### src/rtl/tx_huge_pages_sched_if.sv
// Host huge-page bus and TLP read-request handshake between the TX huge-page
// scheduler (master) and its environment (slave: BAR2 page registers plus TLP generator).
interface tx_huge_pages_sched_if;
  logic [63:0] huge_page_addr_1;
  logic [63:0] huge_page_addr_2;
  logic [31:0] huge_page_qwords_1;
  logic [31:0] huge_page_qwords_2;
  logic        huge_page_status_1;
  logic        huge_page_status_2;
  logic        huge_page_free_1;
  logic        huge_page_free_2;
  logic        rd_req;
  logic [63:0] rd_addr;
  logic [8:0]  rd_qwords;
  logic        rd_ack;
  logic        rd_done;
  logic        busy;
  logic        sched_err;

  modport master (
    input  huge_page_addr_1, huge_page_addr_2,
    input  huge_page_qwords_1, huge_page_qwords_2,
    input  huge_page_status_1, huge_page_status_2,
    input  rd_ack, rd_done,
    output huge_page_free_1, huge_page_free_2,
    output rd_req, rd_addr, rd_qwords,
    output busy, sched_err
  );

  modport slave (
    output huge_page_addr_1, huge_page_addr_2,
    output huge_page_qwords_1, huge_page_qwords_2,
    output huge_page_status_1, huge_page_status_2,
    output rd_ack, rd_done,
    input  huge_page_free_1, huge_page_free_2,
    input  rd_req, rd_addr, rd_qwords,
    input  busy, sched_err
  );
endinterface

### src/rtl/tx_huge_pages_sched.sv
// Splits the two alternately served host huge pages into DMA read requests
// (max size, no 4KB crossing) under an outstanding-request limit.
//
// state    | meaning
// ST_IDLE  | wait for the current page's status (ignored one cycle after FREE)
// ST_CALC  | compute next chunk = min(remain, MAX_RD_QWORDS, room to 4KB boundary)
// ST_REQ   | present request while under the outstanding limit, hold until ack
// ST_DRAIN | all requests issued, wait for outstanding to reach zero
// ST_FREE  | pulse free for the current page, switch to the other page
module tx_huge_pages_sched #(
  parameter int MAX_RD_QWORDS   = 16,
  parameter int MAX_OUTSTANDING = 4
) (
  input logic                   trn_clk,
  input logic                   reset_n,
  tx_huge_pages_sched_if.master hp
);

  typedef enum logic [2:0] {
    ST_IDLE,
    ST_CALC,
    ST_REQ,
    ST_DRAIN,
    ST_FREE
  } state_t;

  localparam logic [9:0] MAX_QW10 = 10'(MAX_RD_QWORDS);
  localparam logic [8:0] MAX_QW9  = 9'(MAX_RD_QWORDS);
  localparam logic [3:0] MAX_OUT  = 4'(MAX_OUTSTANDING);

  state_t      state_q, state_d;
  logic        page2_q;
  logic        skip_q;
  logic [63:0] addr_q;
  logic [31:0] remain_q;
  logic [3:0]  outstanding_q, outstanding_d;
  logic [8:0]  chunk_q;
  logic        rd_req_q;
  logic        free1_q;
  logic        free2_q;
  logic        busy_q;
  logic        err_q;

  logic [63:0] sel_addr;
  logic [31:0] sel_qwords;
  logic        sel_status;
  logic        accept;
  logic [9:0]  room_qw;
  logic [8:0]  lim;
  logic [8:0]  chunk_calc;

  assign sel_addr   = page2_q ? hp.huge_page_addr_2   : hp.huge_page_addr_1;
  assign sel_qwords = page2_q ? hp.huge_page_qwords_2 : hp.huge_page_qwords_1;
  assign sel_status = page2_q ? hp.huge_page_status_2 : hp.huge_page_status_1;
  assign accept     = rd_req_q & hp.rd_ack;

  // Addresses are qword aligned, so the room left in the 4KB page is 1..512 qwords.
  assign room_qw    = 10'd512 - {1'b0, addr_q[11:3]};
  assign lim        = (room_qw < MAX_QW10) ? room_qw[8:0] : MAX_QW9;
  assign chunk_calc = (remain_q < {23'd0, lim}) ? remain_q[8:0] : lim;

  always_comb begin
    outstanding_d = outstanding_q;
    if (accept && !hp.rd_done) begin
      outstanding_d = outstanding_q + 4'd1;
    end else if (!accept && hp.rd_done && (outstanding_q != 4'd0)) begin
      outstanding_d = outstanding_q - 4'd1;
    end
  end

  always_comb begin
    state_d = state_q;
    case (state_q)
      ST_IDLE: begin
        if (!skip_q && sel_status) begin
          state_d = (sel_qwords == 32'd0) ? ST_FREE : ST_CALC;
        end
      end
      ST_CALC: state_d = ST_REQ;
      ST_REQ: begin
        if (accept) begin
          state_d = (remain_q == {23'd0, chunk_q}) ? ST_DRAIN : ST_CALC;
        end
      end
      ST_DRAIN: begin
        if (outstanding_q == 4'd0) state_d = ST_FREE;
      end
      ST_FREE: state_d = ST_IDLE;
      default: state_d = ST_IDLE;
    endcase
  end

  always_ff @(posedge trn_clk or negedge reset_n) begin
    if (!reset_n) begin
      state_q       <= ST_IDLE;
      page2_q       <= 1'b0;
      skip_q        <= 1'b0;
      addr_q        <= 64'd0;
      remain_q      <= 32'd0;
      outstanding_q <= 4'd0;
      chunk_q       <= 9'd0;
      rd_req_q      <= 1'b0;
      free1_q       <= 1'b0;
      free2_q       <= 1'b0;
      busy_q        <= 1'b0;
      err_q         <= 1'b0;
    end else begin
      state_q       <= state_d;
      outstanding_q <= outstanding_d;
      skip_q        <= (state_q == ST_FREE);
      if (hp.rd_done && (outstanding_q == 4'd0)) err_q <= 1'b1;

      case (state_q)
        ST_IDLE: begin
          if (state_d == ST_CALC) begin
            addr_q   <= sel_addr;
            remain_q <= sel_qwords;
          end
        end
        ST_CALC: chunk_q <= chunk_calc;
        ST_REQ: begin
          if (accept) begin
            addr_q   <= addr_q + {52'd0, chunk_q, 3'b000};
            remain_q <= remain_q - {23'd0, chunk_q};
          end
        end
        ST_FREE: page2_q <= ~page2_q;
        default: ;
      endcase

      // Outstanding only drops while a request is waiting, so once raised rd_req holds until ack.
      rd_req_q <= (state_d == ST_REQ) && (outstanding_d < MAX_OUT);
      free1_q  <= (state_d == ST_FREE) && !page2_q;
      free2_q  <= (state_d == ST_FREE) && page2_q;
      busy_q   <= (state_d != ST_IDLE);
    end
  end

  assign hp.rd_req           = rd_req_q;
  assign hp.rd_addr          = addr_q;
  assign hp.rd_qwords        = chunk_q;
  assign hp.huge_page_free_1 = free1_q;
  assign hp.huge_page_free_2 = free2_q;
  assign hp.busy             = busy_q;
  assign hp.sched_err        = err_q;

endmodule

### src/flat_wrapper.sv
// flat-port wrapper written by rule: the top's interface ports become plain ports
module tx_huge_pages_sched_flat 
#(
  parameter int MAX_RD_QWORDS   = 16,
  parameter int MAX_OUTSTANDING = 4
)
  (trn_clk, reset_n, hp_huge_page_addr_1, hp_huge_page_addr_2, hp_huge_page_qwords_1, hp_huge_page_qwords_2, hp_huge_page_status_1, hp_huge_page_status_2, hp_rd_ack, hp_rd_done, hp_huge_page_free_1, hp_huge_page_free_2, hp_rd_req, hp_rd_addr, hp_rd_qwords, hp_busy, hp_sched_err);
  tx_huge_pages_sched_if hp_i ();
  input logic trn_clk;
  input logic reset_n;
  input wire logic [$bits(hp_i.huge_page_addr_1)-1:0] hp_huge_page_addr_1;
  input wire logic [$bits(hp_i.huge_page_addr_2)-1:0] hp_huge_page_addr_2;
  input wire logic [$bits(hp_i.huge_page_qwords_1)-1:0] hp_huge_page_qwords_1;
  input wire logic [$bits(hp_i.huge_page_qwords_2)-1:0] hp_huge_page_qwords_2;
  input wire logic [$bits(hp_i.huge_page_status_1)-1:0] hp_huge_page_status_1;
  input wire logic [$bits(hp_i.huge_page_status_2)-1:0] hp_huge_page_status_2;
  input wire logic [$bits(hp_i.rd_ack)-1:0] hp_rd_ack;
  input wire logic [$bits(hp_i.rd_done)-1:0] hp_rd_done;
  output wire logic [$bits(hp_i.huge_page_free_1)-1:0] hp_huge_page_free_1;
  output wire logic [$bits(hp_i.huge_page_free_2)-1:0] hp_huge_page_free_2;
  output wire logic [$bits(hp_i.rd_req)-1:0] hp_rd_req;
  output wire logic [$bits(hp_i.rd_addr)-1:0] hp_rd_addr;
  output wire logic [$bits(hp_i.rd_qwords)-1:0] hp_rd_qwords;
  output wire logic [$bits(hp_i.busy)-1:0] hp_busy;
  output wire logic [$bits(hp_i.sched_err)-1:0] hp_sched_err;
  assign hp_i.huge_page_addr_1 = hp_huge_page_addr_1;
  assign hp_i.huge_page_addr_2 = hp_huge_page_addr_2;
  assign hp_i.huge_page_qwords_1 = hp_huge_page_qwords_1;
  assign hp_i.huge_page_qwords_2 = hp_huge_page_qwords_2;
  assign hp_i.huge_page_status_1 = hp_huge_page_status_1;
  assign hp_i.huge_page_status_2 = hp_huge_page_status_2;
  assign hp_i.rd_ack = hp_rd_ack;
  assign hp_i.rd_done = hp_rd_done;
  assign hp_huge_page_free_1 = hp_i.huge_page_free_1;
  assign hp_huge_page_free_2 = hp_i.huge_page_free_2;
  assign hp_rd_req = hp_i.rd_req;
  assign hp_rd_addr = hp_i.rd_addr;
  assign hp_rd_qwords = hp_i.rd_qwords;
  assign hp_busy = hp_i.busy;
  assign hp_sched_err = hp_i.sched_err;
  tx_huge_pages_sched #(.MAX_RD_QWORDS(MAX_RD_QWORDS), .MAX_OUTSTANDING(MAX_OUTSTANDING)) u_core (.trn_clk(trn_clk), .reset_n(reset_n), .hp(hp_i));
endmodule
### config.mk
export PLATFORM = sky130hd
export DESIGN_NAME = tx_huge_pages_sched_flat
export DESIGN_NICKNAME = d
export VERILOG_FILES = /design/src/rtl/tx_huge_pages_sched_if.sv /design/src/rtl/tx_huge_pages_sched.sv /design/src/flat_wrapper.sv
export SDC_FILE = /design/constraint.sdc
export NUM_CORES = 1
export LEC_CHECK = 0
export CELL_PAD_IN_SITES_DETAIL_PLACEMENT = 1
export CELL_PAD_IN_SITES_GLOBAL_PLACEMENT = 2
export CORE_ASPECT_RATIO = 1.75
export CORE_MARGIN = 5
export CORE_UTILIZATION = 29
export CTS_CLUSTER_DIAMETER = 30
export DETAILED_ROUTE_END_ITERATION = 8
export MAX_ROUTING_LAYER = met4
export PLACE_DENSITY_LB_ADDON = 0.1
export SLEW_MARGIN = 20
export SYNTH_ARGS = -nofsm -noshare
export SYNTH_HDL_FRONTEND = slang
export SYNTH_SLANG_ARGS = --single-unit
### constraint.sdc
create_clock -name trn_clk -period 5.2 [get_ports trn_clk]
set_input_delay 0.52 -clock trn_clk [delete_from_list [all_inputs] [get_ports trn_clk]]
set_output_delay 0.52 -clock trn_clk [all_outputs]
set_load 0.02 [all_outputs]
After elaboration in Yosys (flattened, before gate mapping) --
Cells that the tools add are included.
Cells by class: add/subtract/negate cells 5, $lt $le $gt $ge 3, equality and inequality tests 10, multiplexer cells 19, bitwise logic cells 2, reduce and logical (&&, ||, !) cells 19
Operator list (number):
- $mux W64 | 3
- $pmux W64 S2 | 1
- $mux W32 | 3
- $add A64 B12 Y64 | 1
- $pmux W32 S2 | 1
- $eq A32 B9 Y1 | 1
- $logic_not A32 Y1 | 1
- $lt A32 B9 Y1 | 1
- $sub A32 B9 Y32 | 1
- $mux W9 | 2
- $mux W3 | 4
- $pmux W3 S4 | 1
- $lt A10 B5 Y1 const B | 1
- $sub A10 B9 Y10 const A | 1
- $eq A3 B2 Y1 const B | 3
- $logic_and A1 B1 Y1 | 8
- $mux W4 | 2
- $eq A3 B1 Y1 const B | 2
- $eq A3 B3 Y1 const B | 2
- $add A4 B1 Y4 const B | 1
- $logic_not A1 Y1 | 4
- $logic_not A4 Y1 | 1
- $lt A4 B3 Y1 const B | 1
- $ne A2 B1 Y1 const B | 2
- other kinds (10) | 10
Storage, ports and cells: register bits 119, input port bits 198, word-level logic and storage cells 70

Logic depth before layout (Yosys ltp) --
depth in word-level cells 8, mapped depth 14, mapped depth without buffers 13

Worst setup path after synthesis --
No wires, ideal clock.
kind flip-flop to flip-flop, start register u_core.chunk_q[1], in the netlist u_core.hp.rd_qwords[1], end register u_core.remain_q[25], setup time 0.126 ns, data arrival time 2.856 ns, data required time 5.074 ns, setup slack 2.218 ns, cell stages (with the launch flop) 10, path through dfrtp_1 -> inv_1 -> ha_1 -> nor2b_1 -> o31a_1 -> o311a_1 -> or3_1 -> nor3_1 -> mux2_2 -> a221o_1
Between the ends: cells in the longest elaborated chain, start to end 7
RTL lines:
- start: declaration | RTL line tx_huge_pages_sched.sv:37 | logic [8:0] chunk_q;
- start signal: assignment | RTL line tx_huge_pages_sched.sv:120 | ST_CALC: chunk_q <= chunk_calc;
- $eq A32 B9 Y1 | RTL line tx_huge_pages_sched.sv:82 | state_d = (remain_q == {23'd0, chunk_q}) ? ST_DRAIN : ST_CALC;
- $mux W2 | RTL line tx_huge_pages_sched.sv:82
- $mux W3 | RTL line tx_huge_pages_sched.sv:81 | if (accept) begin
- $pmux W3 S4 | RTL line tx_huge_pages_sched.sv:73 | case (state_q)
- $eq A3 B1 Y1 | RTL line tx_huge_pages_sched.sv:115 | if (state_d == ST_CALC) begin
- $ne A2 B1 Y1 (no line)
- $reduce_and A3 Y1 (no line)
- end signal: assignment | RTL line tx_huge_pages_sched.sv:117 | remain_q <= sel_qwords;
- end signal: assignment | RTL line tx_huge_pages_sched.sv:124 | remain_q <= remain_q - {23'd0, chunk_q};
- end: declaration | RTL line tx_huge_pages_sched.sv:35 | logic [31:0] remain_q;
Several ways; a longest one is shown, not always the timed one. The select of a mux whose other input is x is not followed. A chain may end at the register's enable or synchronous reset.

Worst setup path after layout --
start register u_core.addr_q[3], in the netlist u_core.hp.rd_addr[3], end register u_core.chunk_q[1], in the netlist u_core.hp.rd_qwords[1]
Between the ends: cells in the longest elaborated chain, start to end 5
RTL lines:
- start: declaration | RTL line tx_huge_pages_sched.sv:34 | logic [63:0] addr_q;
- start signal: assignment | RTL line tx_huge_pages_sched.sv:116 | addr_q <= sel_addr;
- start signal: assignment | RTL line tx_huge_pages_sched.sv:123 | addr_q <= addr_q + {52'd0, chunk_q, 3'b000};
- $sub A10 B9 Y10 * | RTL line tx_huge_pages_sched.sv:58 | assign room_qw = 10'd512 - {1'b0, addr_q[11:3]};
- $lt A10 B5 Y1 | RTL line tx_huge_pages_sched.sv:59 | assign lim = (room_qw < MAX_QW10) ? room_qw[8:0] : MAX_QW9;
- $mux W9 * | RTL line tx_huge_pages_sched.sv:59
- $lt A32 B9 Y1 | RTL line tx_huge_pages_sched.sv:60 | assign chunk_calc = (remain_q < {23'd0, lim}) ? remain_q[8:0] : lim;
- $mux W9 * | RTL line tx_huge_pages_sched.sv:60
Every way passes the cells marked *; elsewhere a longest branch is shown, timed or not.

==> qor.txt <==
Total setup buffers inserted after CTS - 0
Crit-path max cell delay - 460 ps
Synthesized area - 9017 sq um
Post-CTS sizing - 0
Reg2reg setup slack - 1690 ps
DR iter-0 viols - 309
Fin Setup TNS - 0 ps
Antenna diode count - 0
Sink Count - 119
Post-synthesis async set-or-reset flop share - 1.000
First-pass GRT wire length - 59,270 um
Post-DP HPWL - 30,590 um
P_leak - 4.781 nW
Avg WL per Cell - 22.91 um
Rows - 85
CTS Root Cell - clkbuf_16
Die height - 243.3 um
Clock Tree Buf Depth - 2
Clock share of power - 0.156
Routed Antenna Nets - 0
WHS - 145.2 ps
Cell internal pwr - 3.994 mW
Crit path DAT - 3890 ps
Fmax - 285.1 MHz
CP endpoint kind - flop
Chip Width - 143.3 um
Clk Latency, worst-skew pair - 450 ps
Final hold violation count - 0
Vias in the first global route - 10,240
Final nets - 1,559
Yosys top cell area share - 0.3302
Flop pwr share - 0.261
Area of the die - 34,860 sq um
Slew margin rel. - 0.3567
Synth Register Bits - 119
Area of the core - 30,740 sq um
Reg2reg path depth - 13
Share of cells above drive strength 1 - 0.06861
Routability Congestion - 0.8638
GR Overflow Total - 0
Post-synth cell types - 72
Worst-Margin Slew - 961.4 ps
Via count - 9,719
Beginning of the critical path - u_core.hp.rd_addr[3]$_DFFE_PN0P_
Post-synth top flop - dfrtp_1
Final setup violation count - 0
Unrepaired setup endpoints after global routing - no
Largest fanout on the critical path - 13
Startpoint types - flop
Sw Ratio - 0.4723
Drt total wl - 39,670 um
Required @ worst endpoint - 5580 ps
EDFF count, synth - 0
Max_cap viols - 0
Most area-consuming cells after synthesis - dfrtp_1 33%, mux2i_1 7.3%, a21oi_1 5.6%
Status - finished clean
H-tree depth - 4
Mean Syn Cell Area - 8.280 sq um
Gr usage total - 0.2297
Cts hold-fix bufs - 0
Switching power total - 3.574 mW
Worst Setup Path Type - reg -> reg
Yosys warnings - 0
Worst-path clk slew - 60 ps
CTS buffer count - 17
Worst VDD drop - 0.2814 mV
Dpl cell area - 12,180 sq um
Logic pwr share - 0.583
Slew Limit Fails - 0
Slowest stage cell on the critical path - dfrtp_1
Worst r2r src - u_core.hp.rd_addr[3]$_DFFE_PN0P_
Design Area, Final - 12,740 sq um
Reg2reg end - u_core.hp.rd_qwords[1]$_DFFE_PN0P_
Register area share after synthesis - 0.3302
Cell Chain, Critical Path - inv_1 -> ha_1 -> nor3b_1 -> mux2i_1 -> nor2_1 -> nand2_1 -> ha_1 -> nor2_1 -> nor4b_1 -> o2111ai_1 -> a31o_2 -> mux2_4 -> a21oi_2
Fin crit share - 0.6745
Hold/Removal Path Class - in -> async
Largest net degree at the start of global routing - 60
Vias per inst - 5.611
Initial core utilization - 0.2934
Tmin final - 3507 ps
Port Buffer Count - 275
DR pass1 iterations - 4
CTS tree - built
Syn Inst Count - 1,089
Pwr Density - 594.0 nW/um^2
Clk_skew - 8.052 ps
CP Capture Point - u_core.hp.rd_qwords[1]$_DFFE_PN0P_
Initial antenna violation count - 0
Synth-to-Final Area Change - 41.28%
Cell accounting for the most synthesized area - dfrtp_1
Num ports - 276
Fillers - 3,652
Drt drc - 0
how the worst min path moves through the flow:
| stage | to | start | slack, ps | cells past startpoint |
|---|---|---|---|---|
| floorplan | u_core.hp.busy$_DFF_PN0_ | reset_n | 220 | 0 |
| global placement | u_core.hp.sched_err$_DFFE_PN0P_ | u_core.hp.sched_err$_DFFE_PN0P_ | 440 | 1 |
| detailed placement | u_core.hp.sched_err$_DFFE_PN0P_ | u_core.hp.sched_err$_DFFE_PN0P_ | 450 | 1 |
| CTS | u_core.hp.rd_qwords[3]$_DFFE_PN0P_ | reset_n | 160 | 1 |
| global route | u_core.hp.rd_qwords[3]$_DFFE_PN0P_ | reset_n | 200 | 1 |
| finish | u_core.hp.rd_qwords[3]$_DFFE_PN0P_ | reset_n | 150 | 1 |
Yosys cell counts, types with 10 or more instances:
library cell  number
and3_1            16
o21a_1            10
o21ai_0           68
nand2_1           97
nor3_1            30
mux2i_1           66
a211oi_1          12
o22ai_1           30
nor4_1            24
a31oi_1           16
buf_1             13
a2bb2oi_1         12
xnor2_1           13
mux2_2            30
dfrtp_1          119
o22a_1            12
nand3_1           47
a21oi_1          101
nand4_1           14
inv_1             25
nor2b_1           14
clkbuf_1          60
ha_1              29
nor2_1            91
power by group through the flow:
stage | Sequential [mW] | Combinational, mW | Clock, mW
floorplan | 2.05 | 2.61 | 0
global placement | 1.98 | 4.40 | 0
detailed placement | 1.99 | 4.46 | 0
CTS | 1.98 | 4.48 | 1.21
global route | 2.05 | 4.83 | 1.25
finish | 1.97 | 4.41 | 1.18
worst max-delay path: cells and delay by family (launching register included):
family / cells / cell delay, ps
AOI/OAI and AO/OA: 3 / 730
adders and majority gates: 2 / 420
buffers and inverters: 1 / 130
DFF: 1 / 460
muxes: 2 / 470
and+or+nand+nor: 5 / 1220
final cells by class:
type,instances,area (sq um),area share
repair buffers,294,2905,0.2281
clock inverters,4,70.07,0.005500
inverters,25,93.84,0.007366
clock buffers,26,489.2,0.03840
well taps,391,489.2,0.03840
flip-flops and latches,119,2982,0.2340
multi-input cells,873,5710,0.4482
through the flow:
step,std cells,setup WS [ps],util,power (mW)
4_1_cts,1732,1497,0.4144,7.670
3_5_place_dp,1702,1226,0.3962,6.448
5_1_grt,1732,1265,0.4145,8.131
2_1_floorplan,1092,2218,-,4.665
6_report,1732,1693,0.4145,7.568
3_3_place_gp,1702,1238,0.3962,6.376
cell usage in the layout, fill, tap and decap left out, types with 12 or more instances in the layout:
cell             netlist  layout
nand4_1               14      14
a31oi_1               16      16
o22a_1                12      12
a21oi_1              101     101
nor4_1                24      24
nand2_1               97      96
ha_1                  29      29
o21ai_0               68      68
mux2_2                30      30
inv_1                 25      25
nor3_1                30      30
nand3_1               47      47
buf_4                  0      19
xnor2_1               13      13
clkbuf_16              0      17
and3_1                16      16
nor2_1                91      90
dfrtp_1              119     118
o22ai_1               30      30
a2bb2oi_1             12      12
clkdlybuf4s50_1        0     274
nor2b_1               14      14
mux2i_1               66      66
state kept, by name, indices dropped and copies added, names as in the netlist:
register / cells
u_core.remain_q: 32
u_core.hp.huge_page_free_2: 1
u_core.hp.rd_qwords: 9
u_core.skip_q: 1
u_core.hp.rd_addr: 64
u_core.state_q: 3
u_core.outstanding_q: 4
u_core.hp.busy: 1
u_core.page2_q: 1
u_core.hp.rd_req: 1
u_core.hp.sched_err: 1
u_core.hp.huge_page_free_1: 1
metal layers:
| layer | track usage | up-vias | routed length [um] |
|---|---|---|---|
| li1 | - | 4598 | - |
| met1 | 0.2244 | 4816 | 14180 |
| met2 | 0.4312 | 234 | 22200 |
| met3 | 0.04336 | 71 | 1664 |
| met4 | 0.1014 | 0 | 1627 |
| met5 | - | - | 0 |
logic make-up after synthesis:
kind of cell,after synthesis,share of synthesized area
flops,119,0.3302
other cells,1,0.0004159
mux,97,0.1124
compound gates,351,0.2543
xor+xnor,14,0.01360
fa+ha+maj,31,0.04468
buf+inv,100,0.04190
simple gates,376,0.2024
No activity file was read; power rests on OpenSTA's default activity.
